<file path="src/rtl/frame_range_pkg.sv">
// Shared types and constants for the frame min/max statistics block.
// Holds the line-count default, counter width helper, per-lane result struct
// and the reset value for the range output.
package frame_range_pkg;

  // Default number of lines per frame
  localparam int LINES_DEFAULT = 720;

  // Widest sample a lane can carry; lanes zero-extend into the struct fields
  localparam int LANE_W_MAX = 16;

  // Range output after reset: all ones, so "no frame yet" reads as a full range
  localparam logic [LANE_W_MAX-1:0] DIFF_RESET = '1;

  // Line counter width; a one-line frame still needs a one-bit counter
  function automatic int line_cnt_w(input int lines);
    return (lines > 1) ? $clog2(lines) : 1;
  endfunction

  // Per-channel published result
  typedef struct packed {
    logic [LANE_W_MAX-1:0] mn;
    logic [LANE_W_MAX-1:0] mx;
    logic [LANE_W_MAX-1:0] diff;
  } lane_out_t;

endpackage

</file>
<file path="src/rtl/frame_range_stats_if.sv">
// Pixel stream in, frame statistics out, for frame_range_stats.
// master = stream source / stats consumer, slave = the statistics block.
// No back-pressure: every valid beat is consumed.
interface frame_range_stats_if #(
  parameter int W  = 8,
  parameter int CH = 3
);
  logic            sop;
  logic            eop;
  logic            valid;
  logic [CH*W-1:0] data;
  logic [CH*W-1:0] min;
  logic [CH*W-1:0] max;
  logic [CH*W-1:0] max_min_diff;
  logic            stat_valid;

  modport master (output sop, eop, valid, data,
                  input  min, max, max_min_diff, stat_valid);
  modport slave  (input  sop, eop, valid, data,
                  output min, max, max_min_diff, stat_valid);
endinterface

</file>
<file path="src/rtl/frame_range_lane.sv">
// One channel: min/max accumulators, last-pixel merge, optional IIR, output regs.
// Latency: outputs update on the edge after publish_i; accepts every beat.
// Smoothing compiled in with FRAME_RANGE_SMOOTH_EN (shift SMOOTH_SHIFT, 1..4).
module frame_range_lane
  import frame_range_pkg::*;
#(
  parameter int W            = 8,
  parameter int SMOOTH_SHIFT = 2
) (
  input  logic         clk,
  input  logic         reset_n,
  input  logic [W-1:0] sample_i,
  input  logic         beat_i,
  input  logic         load_i,
  input  logic         publish_i,
  output lane_out_t    lane_o
);

  logic [W-1:0] min_acc_q, max_acc_q;
  logic [W-1:0] raw_mn, raw_mx;
  logic [W-1:0] mn_q, mx_q, diff_q;
  logic [W-1:0] mn_d, mx_d;

  // Merge of accumulator and current beat; a frame start reloads from the sample.
  // This is both the accumulator next state and the raw frame result.
  always_comb begin
    raw_mn = sample_i;
    raw_mx = sample_i;
    if (!load_i) begin
      raw_mn = (sample_i < min_acc_q) ? sample_i : min_acc_q;
      raw_mx = (sample_i > max_acc_q) ? sample_i : max_acc_q;
    end
  end

  // Accumulators track every valid beat; their reset value is irrelevant
  // because nothing is published before a frame start reloads them
  always_ff @(posedge clk) begin
    if (beat_i) begin
      min_acc_q <= raw_mn;
      max_acc_q <= raw_mx;
    end
  end

`ifdef FRAME_RANGE_SMOOTH_EN
  logic first_q;

  // out + ((raw - out) >>> shift), signed in W+1 bits; result stays between out and raw
  function automatic logic [W-1:0] iir(input logic [W-1:0] cur, input logic [W-1:0] raw);
    logic signed [W:0] delta;
    delta = $signed({1'b0, raw}) - $signed({1'b0, cur});
    delta = delta >>> SMOOTH_SHIFT;
    return cur + delta[W-1:0];
  endfunction

  // First frame after reset loads raw values, later frames are filtered
  always_comb begin
    mn_d = first_q ? raw_mn : iir(mn_q, raw_mn);
    mx_d = first_q ? raw_mx : iir(mx_q, raw_mx);
  end

  // Tracks whether any frame has been published since reset
  always_ff @(posedge clk) begin
    if (!reset_n)       first_q <= 1'b1;
    else if (publish_i) first_q <= 1'b0;
  end
`else
  // Unfiltered: publish the raw frame result
  always_comb begin
    mn_d = raw_mn;
    mx_d = raw_mx;
  end
`endif

  // Output registers hold until the next published frame
  always_ff @(posedge clk) begin
    if (!reset_n) begin
      mn_q   <= '0;
      mx_q   <= '0;
      diff_q <= DIFF_RESET[W-1:0];
    end else if (publish_i) begin
      mn_q   <= mn_d;
      mx_q   <= mx_d;
      diff_q <= mx_d - mn_d;
    end
  end

  assign lane_o.mn   = LANE_W_MAX'(mn_q);
  assign lane_o.mx   = LANE_W_MAX'(mx_q);
  assign lane_o.diff = LANE_W_MAX'(diff_q);

endmodule

</file>
<file path="src/rtl/frame_range_stats.sv">
// Per-channel frame min/max/range over LINES lines, published with a 1-cycle strobe.
// Latency: 1 cycle after the frame-end beat. No back-pressure; valid=0 beats ignored.
// Optional temporal smoothing of published values with FRAME_RANGE_SMOOTH_EN.
module frame_range_stats
  import frame_range_pkg::*;
#(
  parameter int W            = 8,
  parameter int CH           = 3,
  parameter int LINES        = LINES_DEFAULT,
  parameter int SMOOTH_SHIFT = 2
) (
  input  logic                  clk,
  input  logic                  reset_n,
  frame_range_stats_if.slave    bus
);

  localparam int             LCW       = line_cnt_w(LINES);
  localparam logic [LCW-1:0] LAST_LINE = LCW'(LINES - 1);

  logic [LCW-1:0] line_cnt_q, line_cnt_d;
  logic           armed_q, armed_d;
  logic           stat_valid_q;
  logic           line_end, frame_start, frame_end, publish;

  // Event decode plus line counter / armed next state. With LINES==1 start and
  // end can share a beat; that beat publishes even though armed is still clear.
  always_comb begin
    line_end    = bus.valid && bus.eop;
    frame_start = bus.valid && bus.sop && (line_cnt_q == '0);
    frame_end   = line_end && (line_cnt_q == LAST_LINE);
    publish     = frame_end && (armed_q || frame_start);
    line_cnt_d  = line_cnt_q;
    if (line_end) line_cnt_d = frame_end ? '0 : line_cnt_q + LCW'(1);
    armed_d = armed_q;
    if (frame_end)        armed_d = 1'b0;
    else if (frame_start) armed_d = 1'b1;
  end

  // Frame tracking state and the publish strobe
  always_ff @(posedge clk) begin
    if (!reset_n) begin
      line_cnt_q   <= '0;
      armed_q      <= 1'b0;
      stat_valid_q <= 1'b0;
    end else begin
      line_cnt_q   <= line_cnt_d;
      armed_q      <= armed_d;
      stat_valid_q <= publish;
    end
  end

  lane_out_t lane_out [CH];

  for (genvar c = 0; c < CH; c++) begin : g_lane
    frame_range_lane #(
      .W            (W),
      .SMOOTH_SHIFT (SMOOTH_SHIFT)
    ) u_lane (
      .clk       (clk),
      .reset_n   (reset_n),
      .sample_i  (bus.data[c*W +: W]),
      .beat_i    (bus.valid),
      .load_i    (frame_start),
      .publish_i (publish),
      .lane_o    (lane_out[c])
    );
    assign bus.min[c*W +: W]          = lane_out[c].mn[W-1:0];
    assign bus.max[c*W +: W]          = lane_out[c].mx[W-1:0];
    assign bus.max_min_diff[c*W +: W] = lane_out[c].diff[W-1:0];
  end

  assign bus.stat_valid = stat_valid_q;

endmodule

</file>
<file path="src/flat_wrapper.sv">
// flat-port wrapper written by rule: the top's interface ports become plain ports
module frame_range_stats_flat import frame_range_pkg::*;
#(
  parameter int W            = 8,
  parameter int CH           = 3,
  parameter int LINES        = LINES_DEFAULT,
  parameter int SMOOTH_SHIFT = 2
)
  (clk, reset_n, bus_sop, bus_eop, bus_valid, bus_data, bus_min, bus_max, bus_max_min_diff, bus_stat_valid);
  frame_range_stats_if #(.W(W), .CH(CH)) bus_i ();
  input  logic clk;
  input  logic reset_n;
  input wire logic [$bits(bus_i.sop)-1:0] bus_sop;
  input wire logic [$bits(bus_i.eop)-1:0] bus_eop;
  input wire logic [$bits(bus_i.valid)-1:0] bus_valid;
  input wire logic [$bits(bus_i.data)-1:0] bus_data;
  output wire logic [$bits(bus_i.min)-1:0] bus_min;
  output wire logic [$bits(bus_i.max)-1:0] bus_max;
  output wire logic [$bits(bus_i.max_min_diff)-1:0] bus_max_min_diff;
  output wire logic [$bits(bus_i.stat_valid)-1:0] bus_stat_valid;
  assign bus_i.sop = bus_sop;
  assign bus_i.eop = bus_eop;
  assign bus_i.valid = bus_valid;
  assign bus_i.data = bus_data;
  assign bus_min = bus_i.min;
  assign bus_max = bus_i.max;
  assign bus_max_min_diff = bus_i.max_min_diff;
  assign bus_stat_valid = bus_i.stat_valid;
  frame_range_stats #(.W(W), .CH(CH), .LINES(LINES), .SMOOTH_SHIFT(SMOOTH_SHIFT)) u_core (.clk(clk), .reset_n(reset_n), .bus(bus_i));
endmodule
</file>
<file path="config.mk">
export PLATFORM = sky130hd
export DESIGN_NAME = frame_range_stats_flat
export DESIGN_NICKNAME = d
export VERILOG_FILES = /design/src/rtl/frame_range_pkg.sv /design/src/rtl/frame_range_stats_if.sv /design/src/rtl/frame_range_lane.sv /design/src/rtl/frame_range_stats.sv /design/src/flat_wrapper.sv
export SDC_FILE = /design/constraint.sdc
export NUM_CORES = 1
export LEC_CHECK = 0
export CELL_PAD_IN_SITES_DETAIL_PLACEMENT = 1
export CELL_PAD_IN_SITES_GLOBAL_PLACEMENT = 1
export CORE_ASPECT_RATIO = 0.7
export CORE_MARGIN = 5
export CORE_UTILIZATION = 49
export CTS_CLUSTER_DIAMETER = 120
export DETAILED_ROUTE_END_ITERATION = 12
export DONT_BUFFER_PORTS = 1
export GPL_TIMING_DRIVEN = 0
export PLACE_DENSITY_LB_ADDON = 0.3
export RECOVER_POWER = 25
export SYNTH_ARGS = -nofsm -noshare
export SYNTH_HDL_FRONTEND = slang
export SYNTH_SLANG_ARGS = --single-unit
export TNS_END_PERCENT = 50
</file>
<file path="constraint.sdc">
create_clock -name clk -period 5.3 [get_ports clk]
set_clock_uncertainty 0.15 [all_clocks]
set_input_delay 0.265 -clock clk [delete_from_list [all_inputs] [get_ports clk]]
set_output_delay 0.265 -clock clk [all_outputs]
set_load 0.1 [all_outputs]
</file>
Yosys cells after proc, flatten, opt, wreduce, memory -nomap -nowiden
Index checks and enable logic that the tools add are counted.
{ "word_totals": {"elab_cells": 51, "reg_bits": 132} }
{ "op_classes": {"n_reduce_logical": 8, "magnitude_cmp": 6, "muxes": 13, "eq_ne": 1, "add_sub_neg": 4, "n_bitwise": 1} }
{ "ops": {"columns": ["cell", "n"], "rows": [
  ["2-to-1 mux 8 bit", 12],
  ["greater-than comparator 8 bit", 3],
  ["< comparator 8 bit", 3],
  ["subtractor 8 bit", 3],
  ["adder 10 x 1 -> 10 bit (second input constant)", 1],
  ["== test 10 bit (second input constant)", 1],
  ["logical NOT 10 bit", 1],
  ["2-to-1 mux 10 bit", 1],
  ["logical AND 1 bit", 5],
  ["OR reduction 2 bit", 1],
  ["logical OR 1 bit", 1],
  ["inverter 1 bit", 1]
]} }

Longest topological paths before layout
Gate-level depths: netlist (run 1).
{ "depth": {"depth_word": 4, "mapped_depth": 21, "depth_no_buf": 20} }

Hierarchy
Synthesis (run 1) repeated with hierarchy kept, for this count alone.
{ "hier_totals": {"cells_unflattened": 826, "area_unflattened_um2": 7767.4} }
{ "modules_own_cells": {"columns": ["module", "seq_area_each_um2", "area_each_um2", "instances", "cells_per_inst"], "rows": [
  ["frame_range_lane at u_core.g_lane[0].u_lane ...", 960.9, 2393.5, 2, 253],
  ["frame_range_lane at u_core.g_lane[2].u_lane", 960.9, 2397.3, 1, 253],
  ["frame_range_stats", 240.2, 583.1, 1, 67]
]} }

Worst setup path before layout (run 1)
OpenSTA, ideal clock, no wires.
{ "synth_timing": {"path_type": "register to register", "from": "register u_core.line_cnt_q[3]", "to": "register u_core.g_lane[1].u_lane.diff_q[7]", "setup_time_ns": 0.137, "stages_incl_launch_ff": 17, "synth_period_minus_slack_ns": 3.954, "required_ns": 5.013, "setup_slack_ns": 1.346, "arrival_time_ns": 3.667, "cell_sequence": "dfxtp_1 or4_4 or3_4 buf_6 nand3_2 clkbuf_1 nor2_1 a21oi_1 inv_1 ha_1 a21oi_1 inv_1 a32o_1 a21o_1 a311oi_1 mux2i_1 nand3_1"} }
{ "synth_between": {"elab_chain_len": 4, "elab_cells_between_ends": 9, "cone_classes": "1 x add/sub; 1 x eq/ne; 2 x mux; 5 x reduce/logical"} }
{ "synth_rtl": {"columns": ["item", "line_no", "text"], "rows": [
  ["start: declaration", "frame_range_stats.sv:20", "logic [LCW-1:0] line_cnt_q, line_cnt_d;"],
  ["start signal: assignment", "frame_range_stats.sv:46", "line_cnt_q <= line_cnt_d;"],
  ["logical NOT 10 bit", "frame_range_stats.sv:29", "frame_start = bus.valid && bus.sop && (line_cnt_q == '0);"],
  ["logical AND 1 bit", "frame_range_stats.sv:29", null],
  ["2-to-1 mux 8 bit", "frame_range_lane.sv:29", "if (!load_i) begin"],
  ["net u_core.g_lane[1].u_lane.mx_d[1]", "frame_range_lane.sv:22", "logic [W-1:0] mn_d, mx_d;"],
  ["subtractor 8 bit", "frame_range_lane.sv:83", "diff_q <= mx_d - mn_d;"],
  ["end signal: assignment", "frame_range_lane.sv:79", "diff_q <= DIFF_RESET[W-1:0];"],
  ["end signal: assignment", "frame_range_lane.sv:83", null],
  ["end: declaration", "frame_range_lane.sv:21", "logic [W-1:0] mn_q, mx_q, diff_q;"]
]} }
The timed path passes the listed nets, and every way through them passes these cells.
A chain may end at the register's enable or synchronous reset.

Worst setup path after layout (run 1)
{ "layout_timing": {"from": "register u_core.g_lane[0].u_lane.min_acc_q[2]", "to": "register u_core.g_lane[0].u_lane.diff_q[6]"} }
{ "layout_between": {"elab_chain_len": 4} }
{ "layout_rtl": {"columns": ["item", "line_no", "text"], "rows": [
  ["start: declaration", "frame_range_lane.sv:19", "logic [W-1:0] min_acc_q, max_acc_q;"],
  ["start signal: assignment", "frame_range_lane.sv:39", "min_acc_q <= raw_mn;"],
  ["< comparator 8 bit", "frame_range_lane.sv:30", "raw_mn = (sample_i < min_acc_q) ? sample_i : min_acc_q;"],
  ["2-to-1 mux 8 bit", "frame_range_lane.sv:30", null],
  ["2-to-1 mux 8 bit", "frame_range_lane.sv:29", null],
  ["net u_core.g_lane[0].u_lane.mn_d[1]", "frame_range_lane.sv:22", null],
  ["subtractor 8 bit", "frame_range_lane.sv:83", null],
  ["end signal: assignment", "frame_range_lane.sv:79", null],
  ["end signal: assignment", "frame_range_lane.sv:83", null],
  ["end: declaration", "frame_range_lane.sv:21", null]
]} }
The timed path passes the listed nets, and every way through them passes these cells.

==> flow_summary.yaml, run 1 <==
run_status:
  status: "complete, but fails checks"
  violations: "max-capacitance violations, max-slew violations"
final_layout:
  fin_util: 0.561
  fraction_of_layout_instances_using_a_drive_strength_above_1: 0.0664
  final-instance-count-excl-fill: 1088
  count_of_nets_after_finishing: 970
  antenna_cells_inserted: 0
  layout-area-overhead-vs-synth_pct: 13.1
worst_setup_path:
  critical_path.reg2reg.startpoint: "u_core.g_lane[0].u_lane.min_acc_q[2]"
  timing_worst_setup_path_type: "flop to flop"
  setup.reg_to_reg.worst_slack_ns: 0.32
  crit_path_end_kind: "flop"
  critPathLaunchType: "flop"
  critical_path_arrival_ns: 5.10
  timing.reg2reg.worst_path_depth: 15
  cp_max_fo: 10
  r2r_end: "u_core.g_lane[0].u_lane.diff_q[6]"
  cp.required_ns: 5.43
grt:
  initial_antenna_violation_count: 0
  grt_start_max_net_pins: 50
  grt_first_pass_wirelength_um: 39900
  gr_usage_total: 0.279
  grt_pass1_vias: 7163
  overflow: 0
clock_network:
  numClockSinks: 132
  htree_levels: 4
  cts_buffers: 17
  clockRootBuffer: "sky130_fd_sc_hd__clkbuf_16"
  cts_setup_buffers: 0
  clock_tree.buffer_depth: 2
  clkTransAtPathRegs_ns: 0.06
  tritoncts: "yes"
  clk_latency_worst_skew_pair_ns: 0.43
timing:
  holdWs_ns: 0.0125
  final.min_clock_period_ns: 4.98
  max_slew_margin: -1.13
  period_share: 0.939
  max_freq_mhz: 201
  hold_violation_total_from_the_final_report: 0
  timing.final.max_slew_violations: 50
  final-setup-viol-count: 0
  worst_slew_pin_slew_ns: 3.19
  aggregate_negative_setup_slack_ns: 0
  rsz_0062_raised_after_global_routing: "no"
logic_synthesis:
  synth_sequential_area_ratio: 0.410
  postSynth.asyncResetShare: 0
  synthesis.instances: 837
  syn-cell-area_um2: 7620
  synthesis.nets: 932
  synth.ff_latch_count: 132
  number_of_synthesized_flops_with_an_enable_pin: 48
  synthesis.area_per_instance_um2: 9.10
  synthDistinctLibCells: 61
  synth-warning-count: 0
  yosys_most_used_dff: "sky130_fd_sc_hd__dfxtp_1"
die:
  core.rowCount: 38
  fp.dieArea_um2: 18200
  die_height_um: 114
  starting_density: 0.496
  floorplan.core_area_um2: 15400
  die-width_um: 159
  io_pins: 102
pwr:
  fin_total_pwr_w: 0.00333
  p_leak_nw: 4.09
  vdd_drop_max_v: 0.000225
  cellPowerDensity_nw_per_um2: 387
route:
  wl_um: 25400
  detailroute.via_count: 6667
  initialDrtViolationCount: 535
  avgViaCountPerCell: 6.13
  route.antenna.remaining_nets: 0
  drt_pre_antenna_iters: 5
  wl_per_cell_um: 23.3
  drc: 0
placement:
  hpwlAfterDp_um: 18500
  placed_cells: 1037
  finalWeightedCongestion: 0.911
  portBuffers: 0
min_path:
  endpoint_worst_hold: "u_core.g_lane[1].u_lane.mn_q[1]"
  holdCritPathClass: "input pin to flop"
  hold-path-cell-count: 3
  hp-start: "bus_data[9]"
flow_run:
  cap_viol_max_count: 1
[sequential cells by signal, indices dropped and copies added, names as in the netlist]
name                            cells
u_core.armed_q                      1
u_core.g_lane.u_lane.max_acc_q     24
u_core.g_lane.u_lane.mn_q          24
u_core.line_cnt_q                  10
u_core.g_lane.u_lane.diff_q        24
u_core.bus.stat_valid               1
u_core.g_lane.u_lane.mx_q          24
u_core.g_lane.u_lane.min_acc_q     24
[how the worst max path moves through the flow]
stage                                         start  slack, ns                                end
4_1_cts        u_core.g_lane[0].u_lane.max_acc_q[1]       0.28  u_core.g_lane[0].u_lane.diff_q[7]
2_1_floorplan                  u_core.line_cnt_q[3]       1.35  u_core.g_lane[1].u_lane.diff_q[7]
3_5_place_dp   u_core.g_lane[0].u_lane.max_acc_q[1]       0.30  u_core.g_lane[0].u_lane.diff_q[7]
3_3_place_gp   u_core.g_lane[0].u_lane.max_acc_q[1]       0.54  u_core.g_lane[0].u_lane.diff_q[7]
6_report       u_core.g_lane[0].u_lane.min_acc_q[2]       0.32  u_core.g_lane[0].u_lane.diff_q[6]
5_1_grt        u_core.g_lane[0].u_lane.max_acc_q[1]       0.06  u_core.g_lane[0].u_lane.diff_q[7]
[cell type report]
type | instances | area [µm²]
inverters | 96 | 360
well taps | 200 | 250
flip-flops and latches | 132 | 3120
multi-input cells | 577 | 4010
clock inverters | 11 | 97.6
fillers | 1783 | 6740
plain buffers | 32 | 140
repair buffers | 19 | 184
clock buffers | 21 | 460
[stage by stage]
step           instance area (µm²)  setup slack [ns]
2_1_floorplan                 7620              1.35
3_3_place_gp                  7870             0.543
3_5_place_dp                  7870             0.297
4_1_cts                       8640             0.284
5_1_grt                       8620            0.0644
6_report                      8620             0.324
[layout by cell type (no fill, tap or decap), drive strengths merged, types with 12 or more instances in the layout]
cell and instances:
edfxtp 48, nor3b 17, a21oi 50, inv 102, buf 12, mux2i 14, o21ai 37, xor2 15
o211ai 28, nand2 88, ha 63, xnor2 18, nor3 17, o211a 32, dlygate4sd3 18, dfxtp 84
clkbuf 42, nor2 72, nand3 13
[where the power goes]
group	internal, W	switching, W
combinational	0.000382	0.000653
sequential	0.00113	0.0000278
clock	0.000671	0.000469
total	0.00218	0.00115
[worst max-delay path, stage by stage, from the launching register on]
cell                       delay, ns
sky130_fd_sc_hd__edfxtp_1       0.44
sky130_fd_sc_hd__inv_1          0.14
sky130_fd_sc_hd__ha_1           0.23
sky130_fd_sc_hd__a211o_1        0.28
sky130_fd_sc_hd__a21oi_1        0.28
sky130_fd_sc_hd__o21ai_1        0.28
sky130_fd_sc_hd__nand2_1        0.22
sky130_fd_sc_hd__buf_2          0.28
sky130_fd_sc_hd__nor2_1         0.07
sky130_fd_sc_hd__a21oi_1        0.37
sky130_fd_sc_hd__inv_1          0.15
sky130_fd_sc_hd__fa_1           0.49
sky130_fd_sc_hd__o311ai_0       0.78
sky130_fd_sc_hd__a211oi_1       0.20
sky130_fd_sc_hd__a311oi_1       0.37
sky130_fd_sc_hd__nand2_1        0.10
[cell usage after synthesis, types with 4 or more instances]
cell type                  count  area, µm²
sky130_fd_sc_hd__nand3_1      11       55.1
sky130_fd_sc_hd__or3_1         4       25.0
sky130_fd_sc_hd__nor2b_1       7       43.8
sky130_fd_sc_hd__nor2_1       72        270
sky130_fd_sc_hd__mux2i_1      14        140
sky130_fd_sc_hd__xnor2_1      18        158
sky130_fd_sc_hd__a211oi_1      6       45.0
sky130_fd_sc_hd__nand2b_1      4       25.0
sky130_fd_sc_hd__o31ai_1       5       37.5
sky130_fd_sc_hd__nor3b_1      17        128
sky130_fd_sc_hd__a21oi_1      50        250
sky130_fd_sc_hd__o211ai_1     28        210
sky130_fd_sc_hd__nand4_1       9       56.3
sky130_fd_sc_hd__inv_1        96        360
sky130_fd_sc_hd__and2_1        7       43.8
sky130_fd_sc_hd__edfxtp_1     48       1440
sky130_fd_sc_hd__o21a_1        6       45.0
sky130_fd_sc_hd__o21ai_0      34        170
sky130_fd_sc_hd__dfxtp_1      84       1680
sky130_fd_sc_hd__ha_1         63        788
sky130_fd_sc_hd__buf_2        10       50.1
sky130_fd_sc_hd__nor3_1       14       70.1
sky130_fd_sc_hd__clkbuf_1     20       75.1
sky130_fd_sc_hd__nand2_1      88        330
sky130_fd_sc_hd__a21o_1        9       67.6
sky130_fd_sc_hd__and3_1        5       31.3
sky130_fd_sc_hd__o211a_1      32        320
sky130_fd_sc_hd__xor2_1       15        131
[cell families (layout without fill, tap and decap cells)]
| family | Yosys count | after routing | synth area share |
|---|---|---|---|
| and+or+nand+nor | 252 | 252 | 0.157 |
| AOI/OAI and AO/OA | 207 | 207 | 0.192 |
| adders and majority gates | 68 | 68 | 0.114 |
| DFF | 132 | 132 | 0.410 |
| muxes | 17 | 17 | 0.0228 |
| buffers and inverters | 128 | 179 | 0.0657 |
| xor gates and xnor gates | 33 | 33 | 0.0379 |
[layer usage]
| layer | global-route usage | wire, µm | part of all wire | vias to the layer above |
|---|---|---|---|---|
| li1 | - | - | - | 3047 |
| met1 | 0.350 | 11000 | 0.44 | 3330 |
| met2 | 0.467 | 11800 | 0.46 | 245 |
| met3 | 0.0853 | 1930 | 0.076 | 45 |
| met4 | 0.0824 | 598 | 0.024 | 0 |
| met5 | 0 | 0 | 0 | - |
[what timing repair did]
| item | CTS | global route |
|---|---|---|
| resized for setup | 0 | 2 |
| endpoints found under the setup margin | 0 | 4 |
| endpoints found under the hold margin | 72 | 0 |
| hold buffers | 19 | 0 |
Note: power is estimated with default switching activity, not from simulation.
==> run 2, diff against run 1 <==
--- a/config.mk
+++ b/config.mk
@@ -5,11 +5,12 @@
 export SDC_FILE = /design/constraint.sdc
 export NUM_CORES = 1
 export LEC_CHECK = 0
+export ABC_AREA = 1
 export CELL_PAD_IN_SITES_DETAIL_PLACEMENT = 1
 export CELL_PAD_IN_SITES_GLOBAL_PLACEMENT = 1
 export CORE_ASPECT_RATIO = 0.7
 export CORE_MARGIN = 5
-export CORE_UTILIZATION = 49
+export CORE_UTILIZATION = 47
 export CTS_CLUSTER_DIAMETER = 120
 export DETAILED_ROUTE_END_ITERATION = 12
 export DONT_BUFFER_PORTS = 1
==> flow_summary.yaml, run 2 <==
logic_synthesis:
  yosys.area.top_type_share: 0.214
  synth.ff_latch_count: 132
  yosys_most_used_dff: "sky130_fd_sc_hd__dfxtp_1"
  postSynth.asyncResetShare: 0
  synth_sequential_area_ratio: 0.398
  number_of_synthesized_flops_with_an_enable_pin: 48
  synthesis.instances: 1023
  synth.area.top_cells: "sky130_fd_sc_hd__dfxtp_1, sky130_fd_sc_hd__edfxtp_1, sky130_fd_sc_hd__nand2_1"
  synthesis.area_per_instance_um2: 7.68
  synthDominantAreaCellType: "sky130_fd_sc_hd__dfxtp_1"
  post_synth_most_frequent_cells: "sky130_fd_sc_hd__nand2_1, sky130_fd_sc_hd__inv_1, sky130_fd_sc_hd__dfxtp_1"
  synthesis.nets: 1118
  synthDistinctLibCells: 40
  synth.most_common_cell: "sky130_fd_sc_hd__nand2_1"
  synth-warning-count: 0
  syn-cell-area_um2: 7860
die:
  core.rowCount: 39
  starting_density: 0.481
  fp.dieArea_um2: 19400
  floorplan.core_area_um2: 16300
  die_height_um: 118
  io_pins: 102
  die-width_um: 165
placement:
  dpl-instance-area_um2: 8140
  portBuffers: 0
  hpwlAfterDp_um: 17800
  finalWeightedCongestion: 0.888
worst_setup_path:
  cp_max_fo: 10
  cpLargestDelayFamily: "buffers and inverters"
  critical_path_arrival_ns: 4.45
  cp.buffers_inverters: 5
  cp_cell_sequence: "inv_1 -> ha_1 -> nand3_1 -> nor2_2 -> nand2_4 -> clkbuf_1 -> nand2_4 -> buf_2 -> o21ai_0 -> inv_1 -> fa_1 -> o21bai_1 -> inv_1 -> nand2_1 -> nand3_1 -> nand2_1 -> nand2_1 -> nand2_1 -> nand2_1 -> nand3_1 -> nand2_1"
  cp.required_ns: 5.48
  crit_path_end_kind: "flop"
  critPathLaunchType: "flop"
  timing_worst_setup_path_type: "flop to flop"
  timing.critical_path.mode_cell: "sky130_fd_sc_hd__nand2_1"
  cp_slowest_cell: "sky130_fd_sc_hd__clkbuf_1"
  worst_path_max_stage_delay_ns: 0.73
clock_network:
  clockRootBuffer: "sky130_fd_sc_hd__clkbuf_16"
  clk_latency_worst_skew_pair_ns: 0.44
  tritoncts: "yes"
  numClockSinks: 132
  htree_levels: 4
  clkTransAtPathRegs_ns: 0.06
  cts_setup_buffers: 0
  clock_tree.buffer_depth: 2
  cts.repair.resized: 0
  cts_buffers: 17
route:
  wl_um: 24100
  wl_per_cell_um: 18.7
  detailroute.via_count: 6814
  avgViaCountPerCell: 5.27
  route.antenna.remaining_nets: 0
  initialDrtViolationCount: 455
  drt_pre_antenna_iters: 5
  drc: 0
final_layout:
  fill_cells: 2047
  count_of_nets_after_finishing: 1150
  antenna_cells_inserted: 0
  most-common-layout-cells: "sky130_fd_sc_hd__nand2_1, sky130_fd_sc_hd__inv_1, sky130_fd_sc_hd__dfxtp_1"
  design_area_um2: 8830
  register_area_um2: 3120
  fraction_of_layout_instances_using_a_drive_strength_above_1: 0.109
  mostFrequentLayoutCell: "sky130_fd_sc_hd__nand2_1"
  multi_input_area_um2: 3800
  layout-area-overhead-vs-synth_pct: 12.4
run_status:
  violations: "max-capacitance violations, max-slew violations"
  status: "complete, but fails checks"
timing:
  aggregate_negative_setup_slack_ns: 0
  worst_slew_pin_slew_ns: 3.16
  max_freq_mhz: 234
  period_share: 0.806
  rsz_0062_raised_after_global_routing: "no"
  max_slew_margin: -1.11
  final-setup-viol-count: 0
  hold_violation_total_from_the_final_report: 0
  timing.final.max_slew_violations: 49
  final.min_clock_period_ns: 4.27
pwr:
  vdd_drop_max_v: 0.000207
  cellPowerDensity_nw_per_um2: 388
  p_leak_nw: 4.48
grt:
  grt_start_max_net_pins: 49
  initial_antenna_violation_count: 0
  grt_first_pass_wirelength_um: 38600
  gr_usage_total: 0.253
  overflow: 0
  grt_pass1_vias: 7094
flow_run:
  cap_viol_max_count: 1
min_path:
  holdCritPathClass: "input pin to flop"
## run 2: changes by cell type after synthesis, sizes merged, moves of 7 or more
cell and change:
xor2 -8, nand2 +183, nand3 +41, nor3 -8, nor3b -15, and2 -7
xnor2 -17, o21ai +34, nor2b -7, o211a -32, inv +102, mux2i -14
## run 2: cell type report
class	count	share of cell area
tap	225	0.0319
clock buffer	19	0.0513
timing repair buffer	13	0.0140
multi-input combinational	659	0.430
inverter	200	0.0850
sequential	132	0.354
clock inverter	13	0.0137
buffer	32	0.0200
## run 2: per-layer routing
layer / global-route usage / wire length (µm) / vias to the layer above
met2: 0.391 / 10600 / 149
met5: 0 / 0 / -
met3: 0.0724 / 1640 / 35
met1: 0.349 / 11500 / 3287
li1: - / - / 3343
met4: 0.0691 / 370 / 0
## run 2: metrics by stage
step           utilization  setup WS (ns)  power [W]  hold WS, ns  instances
2_1_floorplan            -           2.25    0.00195        0.227       1023
3_3_place_gp         0.498           1.54    0.00218        0.238       1248
3_5_place_dp         0.498           1.48    0.00222        0.239       1248
4_1_cts              0.542           1.45    0.00343       0.0157       1293
5_1_grt              0.540          0.750    0.00364       0.0276       1293
6_report             0.540           1.03    0.00343       0.0282       1293
## run 2: cells by family after synthesis
group           synth area share
simple gates               0.239
buf+inv                    0.119
compound gates             0.127
flops                      0.398
fa+ha+maj                  0.108
xor+xnor                 0.00987
## run 2: repair_timing
item                       CTS  global route
setup endpoints to repair    0             0
hold buffers                13             0
hold endpoints to repair    76             0
## run 2: final timing paths
kind / slack [ns] / end / startpoint / depth (start not counted)
setup reg to reg: 1.03 / u_core.g_lane[2].u_lane.diff_q[6] / u_core.line_cnt_q[0] / 21
setup / recovery: 1.03 / u_core.g_lane[2].u_lane.diff_q[6] / u_core.line_cnt_q[0] / 21
hold / removal: 0.03 / u_core.g_lane[1].u_lane.max_acc_q[6] / bus_data[14] / 2
hold reg to reg: 0.38 / u_core.line_cnt_q[3] / u_core.line_cnt_q[3] / 2
## run 2: power breakdown
group	switching, W	total, W	internal (W)
combinational	0.000739	0.00109	0.000349
clock	0.000496	0.00117	0.000676
sequential	0.0000285	0.00117	0.00114
